==> src/rtl/frag_pkg.sv <==
// Shared definitions for the frag_* selector blocks: select-mode constants,
// a minimum-1 clog2 helper and the default beat record.
package frag_pkg;

  localparam int FRAG_MAX_IN   = 16;
  localparam int FRAG_MAX_SELW = 4;
  localparam int FRAG_SEL_BIN  = 0;
  localparam int FRAG_SEL_OH   = 1;

  // Never returns 0, so a 2-input binary select still gets a 1-bit port.
  function automatic int clog2(input int n);
    int r;
    r = 1;
    for (int i = 1; i < 32; i++) begin
      if ((1 << i) < n) r = i + 1;
    end
    return r;
  endfunction

  typedef struct packed {
    logic [31:0]              data;
    logic [FRAG_MAX_SELW-1:0] sel_idx;
    logic                     err;
  } frag_beat_t;

endpackage

==> src/rtl/frag_skid_buf.sv <==
// Two-entry valid/ready register slice: an output register plus one skid
// entry, so in_ready is a pure register output with no path from out_ready.
module frag_skid_buf
  import frag_pkg::*;
#(
  parameter type beat_t = frag_beat_t
) (
  input  logic  clk,
  input  logic  rst,
  input  beat_t in_beat,
  input  logic  in_valid,
  output logic  in_ready,
  output beat_t out_beat,
  output logic  out_valid,
  input  logic  out_ready
);

  beat_t out_reg;
  beat_t skid_reg;
  logic  out_valid_reg;
  logic  skid_valid_reg;
  logic  accept;
  logic  out_free;

  assign in_ready  = ~skid_valid_reg;
  assign out_beat  = out_reg;
  assign out_valid = out_valid_reg;
  assign accept    = in_valid & ~skid_valid_reg;
  assign out_free  = ~out_valid_reg | out_ready;

  always_ff @(posedge clk) begin
    if (rst) begin
      out_reg        <= '0;
      skid_reg       <= '0;
      out_valid_reg  <= 1'b0;
      skid_valid_reg <= 1'b0;
    end else if (out_free) begin
      // Skid entry is older than anything arriving now, so it drains first.
      if (skid_valid_reg) begin
        out_reg        <= skid_reg;
        out_valid_reg  <= 1'b1;
        skid_valid_reg <= 1'b0;
      end else if (accept) begin
        out_reg       <= in_beat;
        out_valid_reg <= 1'b1;
      end else begin
        out_valid_reg <= 1'b0;
      end
    end else if (accept) begin
      skid_reg       <= in_beat;
      skid_valid_reg <= 1'b1;
    end
  end

endmodule

==> src/rtl/frag_mux_n_pipe.sv <==
// N-way operand selector (binary or one-hot select) with illegal-select
// detection, feeding a flow-controlled two-entry output slice.
module frag_mux_n_pipe
  import frag_pkg::*;
#(
  parameter int DATAWIDTH  = 32,
  parameter int NUM_IN     = 3,
  parameter int SEL_ONEHOT = 0,
  localparam int SELW      = clog2(NUM_IN),
  localparam int SW        = (SEL_ONEHOT == FRAG_SEL_OH) ? NUM_IN : SELW
) (
  input  logic                        clk,
  input  logic                        rst,
  input  logic [NUM_IN*DATAWIDTH-1:0] data_in,
  input  logic [SW-1:0]               select,
  input  logic                        in_valid,
  output logic                        in_ready,
  output logic [DATAWIDTH-1:0]        data_out,
  output logic [SELW-1:0]             sel_out,
  output logic                        sel_err,
  output logic                        out_valid,
  input  logic                        out_ready
);

  typedef struct packed {
    logic [DATAWIDTH-1:0] data;
    logic [SELW-1:0]      sel_idx;
    logic                 err;
  } beat_t;

  logic [DATAWIDTH-1:0] in_arr [NUM_IN];
  beat_t                dec_beat;
  beat_t                out_beat;

  genvar gi;
  generate
    for (gi = 0; gi < NUM_IN; gi++) begin : g_unpack
      assign in_arr[gi] = data_in[gi*DATAWIDTH +: DATAWIDTH];
    end

    if (SEL_ONEHOT == FRAG_SEL_OH) begin : g_onehot
      logic [4:0]           hit_cnt;
      logic [SELW-1:0]      hit_idx;
      logic [DATAWIDTH-1:0] hit_data;

      always_comb begin
        hit_cnt  = '0;
        hit_idx  = '0;
        hit_data = '0;
        for (int k = 0; k < NUM_IN; k++) begin
          if (select[k]) begin
            hit_cnt  = hit_cnt + 5'd1;
            hit_idx  = SELW'(k);
            hit_data = in_arr[k];
          end
        end
        dec_beat = '0;
        if (hit_cnt == 5'd1) begin
          dec_beat.data    = hit_data;
          dec_beat.sel_idx = hit_idx;
        end else begin
          dec_beat.err = 1'b1;
        end
      end
    end else begin : g_binary
      // Codes at or above NUM_IN fall through with err set and zero payload.
      always_comb begin
        dec_beat     = '0;
        dec_beat.err = 1'b1;
        for (int k = 0; k < NUM_IN; k++) begin
          if (select == SELW'(k)) begin
            dec_beat.data    = in_arr[k];
            dec_beat.sel_idx = SELW'(k);
            dec_beat.err     = 1'b0;
          end
        end
      end
    end
  endgenerate

  frag_skid_buf #(
    .beat_t(beat_t)
  ) u_skid (
    .clk      (clk),
    .rst      (rst),
    .in_beat  (dec_beat),
    .in_valid (in_valid),
    .in_ready (in_ready),
    .out_beat (out_beat),
    .out_valid(out_valid),
    .out_ready(out_ready)
  );

  assign data_out = out_beat.data;
  assign sel_out  = out_beat.sel_idx;
  assign sel_err  = out_beat.err;

endmodule

==> config.mk <==
export PLATFORM = sky130hd
export DESIGN_NAME = frag_mux_n_pipe
export DESIGN_NICKNAME = d
export VERILOG_FILES = /design/src/rtl/frag_pkg.sv /design/src/rtl/frag_skid_buf.sv /design/src/rtl/frag_mux_n_pipe.sv
export SDC_FILE = /design/constraint.sdc
export NUM_CORES = 1
export LEC_CHECK = 0
export BUFFER_PORTS_ARGS = -buffer_cell sky130_fd_sc_hd__buf_2
export CORE_ASPECT_RATIO = 1.75
export CORE_MARGIN = 8
export CORE_UTILIZATION = 50
export CTS_CLUSTER_DIAMETER = 80
export DETAILED_ROUTE_END_ITERATION = 8
export GPL_TIMING_DRIVEN = 0
export PLACE_DENSITY = 0.85
export SYNTH_ARGS = -nofsm -noshare
export SYNTH_HDL_FRONTEND = slang
export SYNTH_HIERARCHICAL = 1
export SYNTH_SLANG_ARGS = --single-unit
==> constraint.sdc <==
create_clock -name clk -period 1.8 [get_ports clk]
set_clock_uncertainty 0.1 [all_clocks]
set_input_delay 0 -clock clk [delete_from_list [all_inputs] [get_ports clk]]
set_output_delay 0 -clock clk [all_outputs]
set_load 0.02 [all_outputs]
### Word-level counts from Yosys, hierarchy flattened

Cells that the tools add are included.

* flip-flop bits (word level): 132
* bits in latches: 0
* bits in writable memories: 0
* ROM bits: 0
* input port bits: 132
* word-level logic and storage cells: 27
* memories: 0

* $add $sub $neg: 0
* multiply operators: 0
* divide/modulo/power cells: 0
* order comparisons: 0
* equal/unequal tests: 2
* shifts and indexed selects: 0
* multiplexer cells: 7
* bitwise gates (word level): 5
* reductions and logical operators: 5

Operator list (count)
* $mux W65: 5
* $eq A32 B1 Y1 const B: 1
* $eq A32 B2 Y1 const B: 1
* $logic_not A32 Y1: 1
* $reduce_and A2 Y1: 2
* $not A1 Y1: 3
* $mux W1: 2
* $reduce_bool A2 Y1: 1
* $reduce_or A2 Y1: 1
* $and A1 B1 Y1: 1
* $or A1 B1 Y1: 1

### Logic depth before layout (Yosys ltp)

* depth after elaboration: 6
* mapped depth: 8
* depth with buffers taken out: 5

### By module

Netlist, hierarchy kept.

By module, submodules not included
* frag_skid_buf: times used 1, cells an instance 590, area each 5544.1 sq um
* frag_mux_n_pipe: times used 1, cells an instance 130, area each 1203.7 sq um

### Worst setup path before layout

Ideal clock, no wire load.

* kind: register to register
* start point: reg u_skid.out_valid_reg (netlist: u_skid/out_valid)
* end point: reg u_skid.out_reg, in the netlist u_skid/out_beat[14]
* arrival: 1188 ps
* slack: 366 ps
* stages on the path, launching flop included: 7
* path buffers: 3
* period minus slack after synthesis: 1434 ps
* cells stage by stage: dfxtp_1 > nand2b_1 > clkbuf_1 > buf_2 > buf_2 > a21oi_1 > a211oi_2

* cells in the longest elaborated chain, start to end: 3

Ends and longest elaborated chain
* start, declared: line frag_skid_buf.sv:20 `logic out_valid_reg;`
* start signal, assigned: line frag_skid_buf.sv:35 `out_valid_reg <= 1'b0;`
* start signal, assigned: line frag_skid_buf.sv:41 `out_valid_reg <= 1'b1;`
* start signal, assigned: line frag_skid_buf.sv:45 `out_valid_reg <= 1'b1;`
* $not A1 Y1: line frag_skid_buf.sv:29 `assign out_free = ~out_valid_reg | out_ready;`
* $or A1 B1 Y1: line frag_skid_buf.sv:29
* $reduce_and A2 Y1 (no source line)
* end signal, assigned: line frag_skid_buf.sv:40 `out_reg <= skid_reg;`
* end signal, assigned: line frag_skid_buf.sv:44 `out_reg <= in_beat;`
* end, declared: line frag_skid_buf.sv:18 `beat_t out_reg;`

Every way passes these cells.
A chain may end at the register's enable or synchronous reset.

### Worst setup path after layout

* start point: reg u_skid.skid_valid_reg
* end point: out in_ready

* cells in the longest elaborated chain, start to end: 1

Ends and longest elaborated chain
* start, declared: line frag_skid_buf.sv:21 `logic skid_valid_reg;`
* start signal, assigned: line frag_skid_buf.sv:36 `skid_valid_reg <= 1'b0;`
* start signal, assigned: line frag_skid_buf.sv:42 `skid_valid_reg <= 1'b0;`
* start signal, assigned: line frag_skid_buf.sv:51 `skid_valid_reg <= 1'b1;`
* $not A1 Y1: line frag_skid_buf.sv:25 `assign in_ready = ~skid_valid_reg;`
* end, declared: line frag_mux_n_pipe.sv:17 `output logic in_ready,`

Every way passes these cells.

==> flow_metrics.py <==
metrics = {
    "timing": {
        "fin_crit_sh_pct": 94.5,
        "rsz0062_at_grt": "false",
        "finalHoldViolCount": 0,
        "tns_ns": 0,
        "hold_slack_ns": 0.00688,
        "slew_viol_final": 0,
        "min_period_ns": 1.70,
        "setup_viol": 0,
        "finalWorstSetupSlack_ns": 0.0988,
        "max_freq_mhz": 588,
        "slew_headroom_pct": 48.7,
        "tightest_slew_ns": 0.770,
    },
    "routing": {
        "drtPass1Iterations": 6,
        "drc": 0,
        "viasPerCell": 5.29,
        "dr.first_iter.drc_count": 281,
        "drtAntennaViolNets": 0,
        "via_count": 6392,
        "wire_per_inst_um": 16.9,
        "wirelength_mm": 20.4,
    },
    "yosys": {
        "synth_cell_types": 29,
        "synth-seq-cells": 132,
        "syn_avg_cell_area_sq_um": 9.37,
        "syn_inst": 720,
        "syn-cell-area_sq_um": 6750,
        "yosys_warnings": 6,
        "ys_seq_area_share_pct": 39.2,
    },
    "clocking": {
        "post_cts_buffers": 0,
        "tritoncts": "done",
        "cts.clk_slew.worst_paths_ns": 0.06,
        "cts_sinks": 132,
        "cts_root_buf": "clkbuf_16",
        "cts.path.max_buffers": 2,
        "clk_latency_ns": 0.41,
        "numCtsBuffers": 17,
        "ctsHtreeMaxLevel": 4,
    },
    "placement": {
        "place_congestion": 0.847,
        "place_worst_setup_slack_ns": -0.205,
        "post-place-cells": 1148,
        "portBuffers": 195,
        "dp_hpwl_mm": 14.9,
    },
    "worst_setup_path": {
        "worstSetupEndpointType": "output port",
        "cp_top_family": "buffers and inverters",
        "worstSetupPathType": "reg -> out",
        "cpPeakStageDelay_ns": 0.33,
        "r2r_end": "u_skid/out_beat[41]",
        "cp_cell_sequence": "buf_2 > buf_6 > buf_2 > inv_1 > buf_2",
        "worst-endpoint-arrival_ns": 1.60,
        "critPathBufInv": 5,
        "cp_max_fo": 10,
        "rrSetupSlack_ns": 0.14,
        "reg2reg_from": "u_skid/out_valid",
        "crit_path_start_kind": "register",
        "crit_required_ns": 1.70,
        "r2r_cells": 6,
        "cpMaxStageDelayCell": "buf_2",
        "crit_top_cell": "buf_2",
    },
    "power_and_ir_drop": {
        "p_total_mw": 8.05,
        "peakVddDrop_uv": 629,
        "powerDensity_nw_per_um2": 886,
        "p_leak_nw": 3.61,
    },
    "layout": {
        "layout-drive-gt1-share_pct": 35.8,
        "layoutNonFillerInstCount": 1208,
        "area_delta_synth_final_pct": 34.7,
        "antennaDiodeCount": 0,
        "nets": 1153,
        "mostFrequentLayoutCell": "buf_2",
        "final_cell_mix": "230 x buf_2, 132 x dfxtp_1, 131 x a21oi_1",
    },
    "grt": {
        "grt_overflow": 0,
        "grt_pass1_vias": 6762,
        "grt_pass1_wl_mm": 32.9,
        "grt_max_degree": 17,
        "antenna_found_initial": 0,
        "grt_util_all_layers_pct": 22.9,
    },
    "die": {
        "die_h_um": 170,
        "io_pins": 199,
        "die_area_sq_um": 17600,
        "initial_core_util_pct": 50.7,
        "num_rows": 56,
        "core_sq_um": 13300,
        "die_w_um": 104,
    },
    "worst_hold_path": {
        "hold_class": "in -> reg",
        "min_to": "u_skid/skid_reg[54]",
        "hold_depth": 5,
        "min-delay-start": "data_in[53]",
    },
    "job": {
        "cap_violations": 0,
    },
    "outcome": {
        "status": "completed",
    },
}
==> worst min-delay path: cells and delay by family <==
| kind | cells | cell delay [ns] |
|---|---|---|
| and+or+nand+nor | 2 | 0.14 |
| buffers and inverters | 1 | 0.09 |
| AOI/OAI and AO/OA | 2 | 0.24 |
==> metrics by stage <==
| step | util [%] | instance area, sq um |
|---|---|---|
| after global routing | 68.3 | 9090 |
| after global placement | 61.3 | 8160 |
| after floorplan | - | 6970 |
| final | 68.3 | 9090 |
| after CTS | 68.3 | 9090 |
| after detailed placement | 61.3 | 8160 |
==> what timing repair did <==
item	in CTS	in global routing
endpoints found under the setup margin	0	16
hold buffers	28	0
hold endpoints to repair	29	0
resized for setup	0	2
==> synth_stat cells <==
cell type | n | area, sq um
dfxtp_1 | 132 | 2640
a21oi_1 | 131 | 656
nand2_1 | 130 | 488
mux2i_1 | 97 | 971
a211oi_2 | 50 | 626
buf_2 | 35 | 175
a2bb2oi_1 | 32 | 280
nor3_2 | 30 | 300
clkbuf_1 | 23 | 86.3
a211oi_1 | 15 | 113
buf_6 | 13 | 146
nor4_2 | 7 | 87.6
buf_4 | 4 | 30.0
nor3_1 | 3 | 15.0
buf_1 | 2 | 7.51
inv_1 | 2 | 7.51
nor2_1 | 2 | 7.51
a211o_1 | 1 | 8.76
and2_1 | 1 | 6.26
and4bb_2 | 1 | 12.5
conb_1 | 1 | 3.75
nand2b_1 | 1 | 6.26
nand4_2 | 1 | 12.5
nand4_4 | 1 | 21.3
nand4bb_1 | 1 | 11.3
nor2b_1 | 1 | 6.26
nor3b_1 | 1 | 7.51
nor4_1 | 1 | 6.26
or2_1 | 1 | 6.26
==> worst max-delay path by stage <==
| stage | to | start | cells after the start | slack, ns |
|---|---|---|---|---|
| floorplan | u_skid/out_beat[14] | u_skid/out_valid | 6 | 0.37 |
| global placement | u_skid/out_beat[33] | select[29] | 7 | -0.19 |
| detailed placement | u_skid/out_beat[33] | select[25] | 7 | -0.20 |
| CTS | in_ready | u_skid/skid_valid_reg | 5 | 0.08 |
| global route | u_skid/out_beat[22] | u_skid/out_valid | 6 | 0.006 |
| finish | in_ready | u_skid/skid_valid_reg | 5 | 0.1 |
==> layer usage <==
layer  up-vias  track usage, %  part of all wire, %
met1      2980            23.1                   37
li1       3148               -                    -
met2       228            43.6                   55
met5         -               0                    0
met4         0            8.99                  2.1
met3        36            5.86                  5.6
==> area by class of cell <==
class	count	area [sq um]
Timing Repair Buffer	223	1260
Clock inverter	11	173
Sequential cell	132	2640
Clock buffer	21	470
Tap cell	174	218
Multi-Input combinational cell	568	3870
Fill cell	1068	4220
Inverter	2	7.51
Buffer	77	448
==> kinds of logic after synthesis <==
kind of cell	after synthesis	share of synthesized area, %
AO/OA/AOI/OAI	229	24.9
AND/OR/NAND/NOR	182	14.7
flip-flops	132	39.2
multiplexers	97	14.4
buffers and inverters	79	6.71
other	1	0.0556
==> report_power, final <==
part / leakage (nW) / internal, mW / switching, mW
registers: 1.08 / 3.05 / 0.0660
logic: 2.23 / 0.516 / 0.705
clock network: 0.302 / 2.43 / 1.28
No activity file was read; power rests on OpenSTA's default activity.
